### src/rtl/edf_irq_gateway.sv
// Upstream stage of the EDF interrupt controller: edge-detects interrupt lines,
// stamps each request with an absolute deadline and serialises them round-robin.
module edf_irq_gateway #(
    parameter int NrParIrqs = 2,
    parameter int TsWidth   = 16,
    localparam int IdWidth  = $clog2(NrParIrqs)
) (
    input  logic                 clk_i,
    input  logic                 rst_i,
    input  logic                 cfg_req_i,
    input  logic [31:0]          cfg_addr_i,
    input  logic [31:0]          cfg_wdata_i,
    input  logic [NrParIrqs-1:0] irq_i,
    output logic                 pq_valid_o,
    input  logic                 pq_ready_i,
    output logic [IdWidth-1:0]   pq_id_o,
    output logic [TsWidth-1:0]   pq_deadline_o,
    output logic [TsWidth-1:0]   time_o,
    output logic                 drop_o
);

    logic [TsWidth-1:0]   time_q;
    logic [NrParIrqs-1:0] en_q;
    logic [NrParIrqs-1:0] irq_q;
    logic [NrParIrqs-1:0] pending_q;
    logic [TsWidth-1:0]   rel_dl_q [NrParIrqs];
    logic [TsWidth-1:0]   abs_dl_q [NrParIrqs];
    logic [IdWidth-1:0]   rr_ptr_q;
    logic                 valid_q;
    logic [IdWidth-1:0]   id_q;
    logic [TsWidth-1:0]   dl_q;
    logic                 drop_q;

    logic [NrParIrqs-1:0] rise;
    logic [NrParIrqs-1:0] accept;
    logic [NrParIrqs-1:0] dispatch;
    logic [NrParIrqs-1:0] pending_next;
    logic                 load;
    logic                 found;
    logic [IdWidth-1:0]   sel;
    logic                 drop_next;
    logic                 unused_wdata;

    // Only the low bits of the write data are meaningful for any register.
    assign unused_wdata = ^cfg_wdata_i;

    assign rise   = irq_i & ~irq_q;
    assign accept = rise & en_q;
    assign load   = !valid_q || pq_ready_i;

    // Cyclic search from rr_ptr: first pass covers indices at/after the pointer,
    // second pass wraps around to the lower indices.
    always_comb begin
        found = 1'b0;
        sel   = '0;
        for (int i = 0; i < NrParIrqs; i++) begin
            if (!found && pending_q[i] && (i >= int'(rr_ptr_q))) begin
                found = 1'b1;
                sel   = IdWidth'(i);
            end
        end
        for (int i = 0; i < NrParIrqs; i++) begin
            if (!found && pending_q[i]) begin
                found = 1'b1;
                sel   = IdWidth'(i);
            end
        end
    end

    always_comb begin
        dispatch = '0;
        if (load && found) begin
            dispatch[sel] = 1'b1;
        end
    end

    // A new edge on a line being dispatched this cycle re-arms it instead of dropping.
    assign pending_next = (pending_q & ~dispatch) | accept;
    assign drop_next    = |(accept & pending_q & ~dispatch);

    always_ff @(posedge clk_i) begin
        if (rst_i) begin
            time_q <= '0;
            irq_q  <= '0;
            en_q   <= '0;
            for (int i = 0; i < NrParIrqs; i++) begin
                rel_dl_q[i] <= '0;
            end
        end else begin
            time_q <= time_q + 1'b1;
            irq_q  <= irq_i;
            if (cfg_req_i) begin
                if (cfg_addr_i == 32'h0) begin
                    en_q <= cfg_wdata_i[NrParIrqs-1:0];
                end
                for (int i = 0; i < NrParIrqs; i++) begin
                    if (cfg_addr_i == 32'(4 + 4 * i)) begin
                        rel_dl_q[i] <= cfg_wdata_i[TsWidth-1:0];
                    end
                end
            end
        end
    end

    always_ff @(posedge clk_i) begin
        if (rst_i) begin
            pending_q <= '0;
            drop_q    <= 1'b0;
            for (int i = 0; i < NrParIrqs; i++) begin
                abs_dl_q[i] <= '0;
            end
        end else begin
            pending_q <= pending_next;
            drop_q    <= drop_next;
            for (int i = 0; i < NrParIrqs; i++) begin
                if (accept[i] && (!pending_q[i] || dispatch[i])) begin
                    abs_dl_q[i] <= time_q + rel_dl_q[i];
                end
            end
        end
    end

    // Output register toward the priority queue; holds while stalled.
    always_ff @(posedge clk_i) begin
        if (rst_i) begin
            valid_q  <= 1'b0;
            id_q     <= '0;
            dl_q     <= '0;
            rr_ptr_q <= '0;
        end else if (load) begin
            valid_q <= found;
            if (found) begin
                id_q <= sel;
                dl_q <= abs_dl_q[sel];
                if (int'(sel) == NrParIrqs - 1) begin
                    rr_ptr_q <= '0;
                end else begin
                    rr_ptr_q <= sel + 1'b1;
                end
            end
        end
    end

    assign pq_valid_o    = valid_q;
    assign pq_id_o       = id_q;
    assign pq_deadline_o = dl_q;
    assign time_o        = time_q;
    assign drop_o        = drop_q;

endmodule
### config.mk
export PLATFORM = sky130hd
export DESIGN_NAME = edf_irq_gateway
export DESIGN_NICKNAME = d
export VERILOG_FILES = /design/src/rtl/edf_irq_gateway.sv
export SDC_FILE = /design/constraint.sdc
export NUM_CORES = 1
export LEC_CHECK = 0
export CORE_ASPECT_RATIO = 1.2
export CORE_MARGIN = 1
export CORE_UTILIZATION = 52
export DETAILED_ROUTE_END_ITERATION = 8
export GPL_ROUTABILITY_DRIVEN = 0
export GPL_TIMING_DRIVEN = 0
export PLACE_DENSITY = 0.82
export RECOVER_POWER = 100
export SLEW_MARGIN = 20
export SYNTH_ARGS = -nofsm -noshare
export SYNTH_HDL_FRONTEND = slang
export SYNTH_SLANG_ARGS = --single-unit
### constraint.sdc
create_clock -name clk_i -period 4.3 [get_ports clk_i]
set_input_delay 1.075 -clock clk_i [delete_from_list [all_inputs] [get_ports clk_i]]
set_output_delay 1.075 -clock clk_i [all_outputs]
set_load 0.005 [all_outputs]
# ---- After elaboration in Yosys (flattened, before gate mapping)
# Memories as Yosys holds them, arrays and structs flattened. A register that Yosys moved wholly into a read port is not among the register bits.
# Cells that the tools add are included.
dict set report totals {
  input_bits 70
  word_cells 83
  out_inout_bits 35
  memories 2
  register_bits 26
  ram_bits 64
}
dict set report classes {
  mux 31
  n_addsub 4
  n_lt_le_gt_ge 3
  eq_ne 2
  n_reduce_logical 21
  bitwise_logic 12
}
# memory words word_bits read_ports rd_clocked_by_memory_dff write_ports line
set mem_list {}
lappend mem_list {abs_dl_q 2 16 1 1 2 27} ;# logic [TsWidth-1:0] abs_dl_q [NrParIrqs];
lappend mem_list {rel_dl_q 2 16 2 0 2 26} ;# logic [TsWidth-1:0] rel_dl_q [NrParIrqs];
# op n
set ops {}
lappend ops {{2-to-1 mux 16 bit} 4}
lappend ops {{adder 16 bit} 2}
lappend ops {{== test 32 x 3 -> 1 bit, second input constant} 1}
lappend ops {{== test 32 x 4 -> 1 bit, second input constant} 1}
lappend ops {{logical NOT 32 bit} 1}
lappend ops {{2-to-1 mux 1 bit} 25}
lappend ops {{adder 16 x 1 -> 16 bit, second input constant} 1}
lappend ops {{bitwise AND 2 bit} 5}
lappend ops {{logical AND 1 bit} 8}
lappend ops {{logical NOT 1 bit} 6}
lappend ops {{inverter 2 bit} 2}
lappend ops {{OR 1 bit} 4}
lappend ops {{AND reduction 2 bit} 2}
lappend ops {{logical OR 1 bit} 3}
lappend ops {{< comparator 1 x 2 -> 1 bit, second input constant} 1}
lappend ops {{2-to-1 mux 2 bit} 1}
lappend ops {{OR 2 bit} 1}
lappend ops {{OR reduction 2 bit} 1}
lappend ops {{adder 1 bit, second input constant} 1}
lappend ops {{demux 1 bit (select 1 bit)} 1}
lappend ops {{greater-or-equal comparator 1 bit, first input constant} 1}
lappend ops {{greater-or-equal comparator 1 bit, second input constant} 1}

# ---- Logic depth before layout (Yosys ltp)
# Gate-level depths: netlist of the first run.
dict set report depth {
  word_depth 23
  depth_mapped 8
  ltp_nobuf 8
}

# ---- Worst setup path after synthesis of the first run
# No wires, ideal clock.
dict set report synth_timing {
  path_kind {input-to-reg}
  start {input cfg_addr_i[11]}
  end {memory rel_dl_q[0][0], enable pin}
  arrival_ns 3.389
  t_required_ns 3.865
  setup_time_ns 0.435
  stages 3
  slack_ns 0.475
  n_path_buf 0
  path_cell_list {nor4b_1 nand4_1 o41ai_1}
}
# item line
set synth_lines {}
lappend synth_lines {{from (decl)} 11} ;# input logic [31:0] cfg_addr_i,
lappend synth_lines {{to (decl)} 26}

==> metrics.txt, run 1 <==
# TYPE chip_impl_metric gauge
chip_impl_metric{name="chipWidth",unit="microns"} 94.50
chip_impl_info{name="clk_root_buffer_cell",value="clkbuf_16"} 1
chip_impl_metric{name="netlist.area_leader.share",unit="%"} 36.00
chip_impl_metric{name="quantity_of_hold_fixing_buffers_added_after_cts",unit=""} 0
chip_impl_metric{name="ys_async_sr_fraction",unit="%"} 0
chip_impl_metric{name="internal_power",unit="W"} 0.001674
chip_impl_metric{name="finalHoldWorstSlack",unit="ns"} 0.4900
chip_impl_metric{name="dpl_hpwl",unit="microns"} 9651
chip_impl_info{name="class_of_the_worst_hold_path",value="reg2reg"} 1
chip_impl_metric{name="multi_input_comb_area",unit="sq um"} 2441
chip_impl_metric{name="power.clock.fraction",unit="%"} 39.7
chip_impl_metric{name="largest_net_degree_at_the_start_of_global_routing",unit=""} 19
chip_impl_info{name="status",value="complete, no violations"} 1
chip_impl_info{name="top_usage_layer",value="met2"} 1
chip_impl_metric{name="rows",unit=""} 40
chip_impl_metric{name="route.vias.total",unit=""} 4309
chip_impl_metric{name="clock_latency",unit="ns"} 0.35
chip_impl_info{name="synth_flop_cell",value="edfxtp_1"} 1
chip_impl_metric{name="htree_levels",unit=""} 3
chip_impl_metric{name="met2_usage",unit="%"} 44.30
chip_impl_info{name="layout.cells.most_common",value="nor2_1"} 1
chip_impl_info{name="timing.critical_path.from_type",value="input port"} 1
chip_impl_metric{name="fillCellCount",unit=""} 774
chip_impl_metric{name="drv_cap",unit=""} 0
chip_impl_metric{name="detailedRoute.firstIterationViolations",unit=""} 413
chip_impl_metric{name="first_global_vias",unit=""} 4257
chip_impl_metric{name="layout.core_utilization",unit="%"} 66.86
chip_impl_metric{name="combinationalPowerShare",unit="%"} 8.1
chip_impl_metric{name="min_period_over_period",unit="%"} 87.03
chip_impl_metric{name="grt_util_all_layers",unit="%"} 24.73
chip_impl_metric{name="route.detailed.vias_per_inst",unit=""} 5.871
chip_impl_metric{name="globalRoute.totalOverflow",unit=""} 0
chip_impl_metric{name="arrival",unit="ns"} 3.94
chip_impl_metric{name="postRouteWirelength",unit="microns"} 12590
chip_impl_info{name="timing.critical_path.to_type",value="register"} 1
chip_impl_metric{name="sequential_area_share_after_synthesis",unit="%"} 51.75
chip_impl_info{name="most_frequent_cells_in_the_layout",value="79 x nor2_1, 64 x edfxtp_1, 48 x clkdlybuf4s50_1, 42 x dfxtp_1, 39 x dlygate4sd3_1"} 1
chip_impl_info{name="cts_tree",value="built"} 1
chip_impl_metric{name="crit_path_time_final",unit="ns"} 3.742
chip_impl_metric{name="synth_cell_area",unit="sq um"} 5339
chip_impl_metric{name="clk_transition_reported_paths",unit="ns"} 0.07
chip_impl_info{name="cell_accounting_for_the_most_synthesized_area",value="edfxtp_1"} 1
chip_impl_metric{name="p_per_area",unit="nW/um^2"} 321.1
chip_impl_metric{name="switching_share",unit="%"} 22.10
chip_impl_metric{name="synth_enable_flop_cells",unit=""} 64
chip_impl_metric{name="count_of_pins_on_the_block_boundary",unit=""} 105
chip_impl_metric{name="post_dp_cell_area",unit="sq um"} 6402
chip_impl_metric{name="met3_usage",unit="%"} 3.629
chip_impl_metric{name="worst_slew_pin_slew",unit="ns"} 1.256
chip_impl_metric{name="synthToLayoutAreaGrowth",unit="%"} 25.36
chip_impl_metric{name="drv_slew",unit=""} 0
chip_impl_metric{name="clock-skew-final",unit="ns"} 0.004856
chip_impl_metric{name="number_of_buffers_added_by_the_clock_tree_synthesis_step",unit=""} 9
chip_impl_metric{name="setup_viol",unit=""} 0
chip_impl_metric{name="die_area",unit="sq um"} 10680
chip_impl_info{name="post_synth_main_area_contributors",value="edfxtp_1 36%, dfxtp_1 16%, ha_1 7.3%"} 1
chip_impl_metric{name="syn_nets",unit=""} 604
chip_impl_metric{name="tritoncts_num_sinks",unit=""} 106
chip_impl_metric{name="max_freq",unit="GHz"} 0.2672
chip_impl_metric{name="route.detailed.drc",unit=""} 0
chip_impl_info{name="grt_setup_unrepaired",value="no"} 1
chip_impl_metric{name="final_net_count",unit=""} 706
chip_impl_info{name="critical_path_class",value="in2reg"} 1
chip_impl_metric{name="postRouteAntennaNets",unit=""} 0
chip_impl_metric{name="critical_path_required",unit="ns"} 4.50
chip_impl_metric{name="ff_latch_area",unit="sq um"} 2763
chip_impl_metric{name="vdd_ir_drop_max",unit="mV"} 0.1888
chip_impl_metric{name="max-slew-margin-rel",unit="%"} 15.76
chip_impl_metric{name="final_cell_area",unit="sq um"} 6693
chip_impl_metric{name="critical_path_peak_fanout",unit=""} 10
chip_impl_metric{name="post_drt_wl_per_cell",unit="microns"} 17.15
chip_impl_metric{name="placement.io_buffers",unit=""} 87
chip_impl_metric{name="final_hold_viol_count",unit=""} 0
chip_impl_metric{name="drt_pre_antenna_iters",unit=""} 5
chip_impl_metric{name="sequentialPowerShare",unit="%"} 52.2
chip_impl_metric{name="synthDistinctLibCells",unit=""} 57
chip_impl_metric{name="post_cts.repair.setup_buffers",unit=""} 0
chip_impl_metric{name="cts_buffer_depth",unit=""} 2
chip_impl_metric{name="switchingPower",unit="W"} 0.0004749
chip_impl_metric{name="leakage",unit="nW"} 2.601
chip_impl_metric{name="grt.met1_usage",unit="%"} 29.46
chip_impl_metric{name="syn-instance-count",unit=""} 501
chip_impl_metric{name="die-height",unit="microns"} 113
chip_impl_metric{name="grt_antenna_before_repair",unit=""} 0
chip_impl_metric{name="cts_repair_resize_count",unit=""} 0
chip_impl_metric{name="ys_seq_elements",unit=""} 106
chip_impl_metric{name="first_pass_grt_wire_length",unit="microns"} 20180
chip_impl_metric{name="synthesis.yosys.warnings",unit=""} 0
chip_impl_metric{name="initial_core_utilization",unit="%"} 53.34
chip_impl_metric{name="postSynthAreaPerCell",unit="sq um"} 10.66
chip_impl_metric{name="floorplan.core_area",unit="sq um"} 10010
chip_impl_metric{name="share_of_layout_cells_above_drive_strength_1",unit="%"} 4.934
chip_impl_metric{name="antenna_cells",unit=""} 0
[synthesized netlist by cell type (4+ instances only)]
cell / n
nor3_1: 6
clkbuf_1: 13
dfxtp_1: 42
a21o_1: 9
nand2_1: 19
nor4_1: 6
xnor2_1: 18
xor2_1: 19
nor2_1: 79
a21oi_1: 30
a211oi_1: 8
nand4_1: 9
or3_1: 5
ha_1: 31
inv_1: 12
a222oi_1: 16
o21ai_0: 21
nand3_1: 14
o21bai_1: 4
edfxtp_1: 64
nor2b_1: 5
and2_1: 21
[worst paths after layout]
kind,endpoint,depth (start not counted),slack (ns),start
setup / recovery,abs_dl_q[0][4],8,0.56,pq_ready_i
setup reg to reg,abs_dl_q[0][4],7,1.34,pending_q[0]
hold / removal,pq_deadline_o[8],2,0.49,abs_dl_q[0][8]
hold reg to reg,pq_deadline_o[8],2,0.49,abs_dl_q[0][8]
[layer usage]
metal	share of wire, %	up-vias	routed length [microns]
met4	2.7	0	346
met1	39	2021	4962
met3	5.4	35	685
met2	52	182	6593
met5	0	-	0
li1	-	2071	-
[per-stage QoR]
| step | setup WS, ns | setup TNS, ns | cells | power, W |
|---|---|---|---|---|
| 2_1_floorplan | 0.4754 | 0 | 501 | 0.001227 |
| 3_3_place_gp | -0.8606 | -27.41 | 714 | 0.001306 |
| 3_5_place_dp | 0.6233 | 0 | 718 | 0.001316 |
| 4_1_cts | 0.9845 | 0 | 734 | 0.002157 |
| 5_1_grt | 0.3850 | 0 | 734 | 0.002212 |
| 6_report | 0.5576 | 0 | 734 | 0.002149 |
[power by group through the flow]
stage	clock [W]	sequential, W	combinational [W]
2_1_floorplan	0	0.00114	0.0000907
3_3_place_gp	0	0.00114	0.000164
3_5_place_dp	0	0.00114	0.000173
4_1_cts	0.000860	0.00112	0.000175
5_1_grt	0.000898	0.00112	0.000191
6_report	0.000853	0.00112	0.000175
[cell families (layout without fill, tap and decap cells)]
family	count (synthesis)	count (layout)	synth area share (%)
adder cells (fa/ha/maj)	33	33	8.015
AO/OA/AOI/OAI	115	115	15.26
XOR/XNOR	37	37	6.070
AND/OR/NAND/NOR	176	176	16.17
flip-flops	106	106	51.75
buffers and inverters	32	139	2.367
multiplexers	2	2	0.3750
[sequential cells by signal (all words and copies together), names as in the netlist, 2 cells and up]
| name | flops |
|---|---|
| irq_q | 2 |
| pending_q | 2 |
| en_q | 2 |
| pq_deadline_o | 16 |
| rel_dl_q | 32 |
| time_o | 16 |
| abs_dl_q | 32 |
[worst max-delay path, cell delays in order]
cell,delay [ns]
dlygate4sd3_1,0.54
nor2b_1,0.07
a211oi_1,0.98
o21ai_0,0.35
a21o_1,0.25
clkbuf_1,0.25
buf_2,0.27
nor2_1,0.16
[cell type report]
type,count,area share [%]
plain buffers,19,1.122
well taps,126,2.356
clock buffers,13,4.375
clock inverters,3,0.3926
inverters,13,0.7291
flip-flops and latches,106,41.28
multi-input cells,363,36.47
repair buffers,91,13.27
Power figures use the tool's default switching activity.
==> run 2: changes to the inputs <==
Settings changed: CORE_ASPECT_RATIO 1.2 to 2, SLEW_MARGIN 20 to not set.
==> metrics.txt, run 2 (synthesis results as in run 1) <==
# TYPE chip_impl_metric gauge
chip_impl_metric{name="ff2ff_path_depth",unit=""} 8
chip_impl_metric{name="clk_transition_reported_paths",unit="ns"} 0.06
chip_impl_metric{name="post_cts.repair.setup_buffers",unit=""} 0
chip_impl_info{name="layout.cells.most_common",value="nor2_1"} 1
chip_impl_metric{name="grt_util_all_layers",unit="%"} 24.28
chip_impl_metric{name="drv_cap",unit=""} 0
chip_impl_metric{name="crit_path_time_final",unit="ns"} 3.634
chip_impl_metric{name="synthToLayoutAreaGrowth",unit="%"} 25.24
chip_impl_metric{name="largest_net_degree_at_the_start_of_global_routing",unit=""} 18
chip_impl_metric{name="die_area",unit="sq um"} 10700
chip_impl_metric{name="grt_antenna_before_repair",unit=""} 0
chip_impl_metric{name="initial_core_utilization",unit="%"} 53.28
chip_impl_metric{name="max-slew-margin-rel",unit="%"} 7.834
chip_impl_metric{name="fillCellCount",unit=""} 785
chip_impl_metric{name="leakage",unit="nW"} 2.590
chip_impl_metric{name="vdd_ir_drop_max",unit="mV"} 0.2391
chip_impl_info{name="status",value="complete, no violations"} 1
chip_impl_info{name="critical_path.reg2reg.endpoint",value="abs_dl_q[0][12]"} 1
chip_impl_metric{name="max_freq",unit="GHz"} 0.2752
chip_impl_info{name="regToRegStartpoint",value="time_o[0]"} 1
chip_impl_metric{name="number_of_buffers_added_by_the_clock_tree_synthesis_step",unit=""} 9
chip_impl_info{name="grt_setup_unrepaired",value="no"} 1
chip_impl_metric{name="die-height",unit="microns"} 145.3
chip_impl_metric{name="route.detailed.vias_per_inst",unit=""} 5.747
chip_impl_metric{name="critical_path_required",unit="ns"} 4.50
chip_impl_metric{name="rows",unit=""} 52
chip_impl_metric{name="first_pass_grt_wire_length",unit="microns"} 19780
chip_impl_metric{name="detailedRoute.firstIterationViolations",unit=""} 295
chip_impl_metric{name="route.vias.total",unit=""} 4270
chip_impl_metric{name="place_worst_setup_slack",unit="ns"} 0.6898
chip_impl_info{name="holdCritStartpoint",value="abs_dl_q[0][12]"} 1
chip_impl_info{name="critical_path_class",value="in2reg"} 1
chip_impl_info{name="cp_cell_sequence",value="dlygate4sd3_1 -> nor2b_1 -> a211oi_1 -> o21ai_1 -> a21o_1 -> clkbuf_1 -> buf_2 -> nor2_1"} 1
chip_impl_info{name="class_of_the_worst_hold_path",value="reg2reg"} 1
chip_impl_metric{name="chipWidth",unit="microns"} 73.65
chip_impl_info{name="cts_tree",value="built"} 1
chip_impl_metric{name="met3_wirelength",unit="microns"} 447
chip_impl_metric{name="critical_path_peak_fanout",unit=""} 10
chip_impl_metric{name="tritoncts_num_sinks",unit=""} 106
chip_impl_metric{name="final_net_count",unit=""} 706
chip_impl_metric{name="drv_slew",unit=""} 0
chip_impl_metric{name="arrival",unit="ns"} 3.83
chip_impl_metric{name="total_power",unit="W"} 0.002146
chip_impl_metric{name="globalRoute.totalOverflow",unit=""} 0
chip_impl_metric{name="timing.reg2reg.setup_slack",unit="ns"} 1.37
chip_impl_metric{name="htree_levels",unit=""} 3
chip_impl_metric{name="met1_length",unit="microns"} 4330
chip_impl_metric{name="clock-skew-final",unit="ns"} 0.007527
chip_impl_metric{name="quantity_of_hold_fixing_buffers_added_after_cts",unit=""} 0
chip_impl_metric{name="drt_pre_antenna_iters",unit=""} 5
chip_impl_info{name="cpMaxStageDelayCell",value="a211oi_1"} 1
chip_impl_metric{name="p_per_area",unit="nW/um^2"} 321.0
chip_impl_info{name="timing.critical_path.from_type",value="input port"} 1
chip_impl_metric{name="hold-path-cell-count",unit=""} 2
chip_impl_metric{name="clock_latency",unit="ns"} 0.34
chip_impl_info{name="registers_with_the_highest_flip_flop_counts",value="abs_dl_q x32, rel_dl_q x32"} 1
chip_impl_info{name="clk_root_buffer_cell",value="clkbuf_16"} 1
chip_impl_metric{name="min_period_over_period",unit="%"} 84.50
chip_impl_metric{name="floorplan.core_area",unit="sq um"} 10020
chip_impl_metric{name="finalHoldWorstSlack",unit="ns"} 0.4844
chip_impl_metric{name="post_drt_wl_per_cell",unit="microns"} 16.46
chip_impl_info{name="top_layer",value="met4"} 1
chip_impl_metric{name="fin_ws",unit="ns"} 0.6664
chip_impl_metric{name="worst_slew_pin_slew",unit="ns"} 1.374
chip_impl_metric{name="count_of_pins_on_the_block_boundary",unit=""} 105
chip_impl_metric{name="share_of_layout_cells_above_drive_strength_1",unit="%"} 4.441
chip_impl_metric{name="dpl_hpwl",unit="microns"} 9606
chip_impl_info{name="most_frequent_cells_in_the_layout",value="79 x nor2_1, 64 x edfxtp_1, 48 x clkdlybuf4s50_1, 42 x dfxtp_1, 39 x dlygate4sd3_1"} 1
chip_impl_metric{name="cts_buffer_depth",unit=""} 2
chip_impl_metric{name="setup_viol",unit=""} 0
chip_impl_info{name="worst_hold_path.endpoint",value="pq_deadline_o[12]"} 1
chip_impl_metric{name="postRouteWirelength",unit="microns"} 12230
chip_impl_metric{name="route.detailed.drc",unit=""} 0
chip_impl_metric{name="antenna_cells",unit=""} 0
chip_impl_metric{name="worst_path_largest_cell_delay",unit="ns"} 1.06
chip_impl_metric{name="postRouteAntennaNets",unit=""} 0
chip_impl_metric{name="placement.io_buffers",unit=""} 87
chip_impl_metric{name="first_global_vias",unit=""} 4339
chip_impl_info{name="timing.critical_path.to_type",value="register"} 1
chip_impl_metric{name="cts_repair_resize_count",unit=""} 0
chip_impl_metric{name="wl_met2",unit="microns"} 6857
chip_impl_metric{name="final_hold_viol_count",unit=""} 0
## run 2: critical path, delay by kind of cell
family | cells | cell delay, ns
compound gates | 3 | 1.51
buf+inv | 3 | 1.04
simple gates | 2 | 0.20
## run 2: metrics by stage
step	instances	area, sq um	util (%)	TNS, ns
after global routing	743	6686	66.73	0
final	743	6686	66.73	0
after global placement	723	6379	63.66	-24.36
after floorplan	501	5339	-	0
after CTS	743	6735	67.22	0
after detailed placement	727	6424	64.11	0
## run 2: layout make-up
cell class | instances | area, sq um | share of cell area (%)
sequential | 106 | 2763 | 41.32
multi-input combinational | 363 | 2426 | 36.28
timing repair buffer | 91 | 893.4 | 13.36
clock buffer | 11 | 232.7 | 3.481
tap | 135 | 168.9 | 2.526
clock inverter | 5 | 78.83 | 1.179
buffer | 19 | 75.07 | 1.123
inverter | 13 | 48.80 | 0.7298
## run 2: worst max path at each step
| stage | depth (start not counted) | start | to | slack [ns] |
|---|---|---|---|---|
| 2_1_floorplan | 3 | cfg_addr_i[11] | rel_dl_q[0][0] | 0.48 |
| 3_3_place_gp | 4 | cfg_addr_i[12] | rel_dl_q[0][31] | -0.77 |
| 3_5_place_dp | 6 | cfg_addr_i[12] | rel_dl_q[0][13] | 0.69 |
| 4_1_cts | 6 | cfg_addr_i[12] | rel_dl_q[0][5] | 1.04 |
| 5_1_grt | 8 | pq_ready_i | abs_dl_q[1][10] | 0.46 |
| 6_report | 8 | pq_ready_i | abs_dl_q[0][14] | 0.67 |
## run 2: power breakdown
group	total [W]	internal [W]	switching (W)
combinational	0.000173	0.0000868	0.0000867
clock	0.000854	0.000510	0.000345
sequential	0.00112	0.00110	0.0000160
total	0.00215	0.00170	0.000447
## run 2: per-layer routing
layer	global-route usage, %	vias to the layer above
met5	0	-
met4	14.42	0
met3	3.750	46
met2	44.31	147
met1	24.63	2003
li1	-	2074
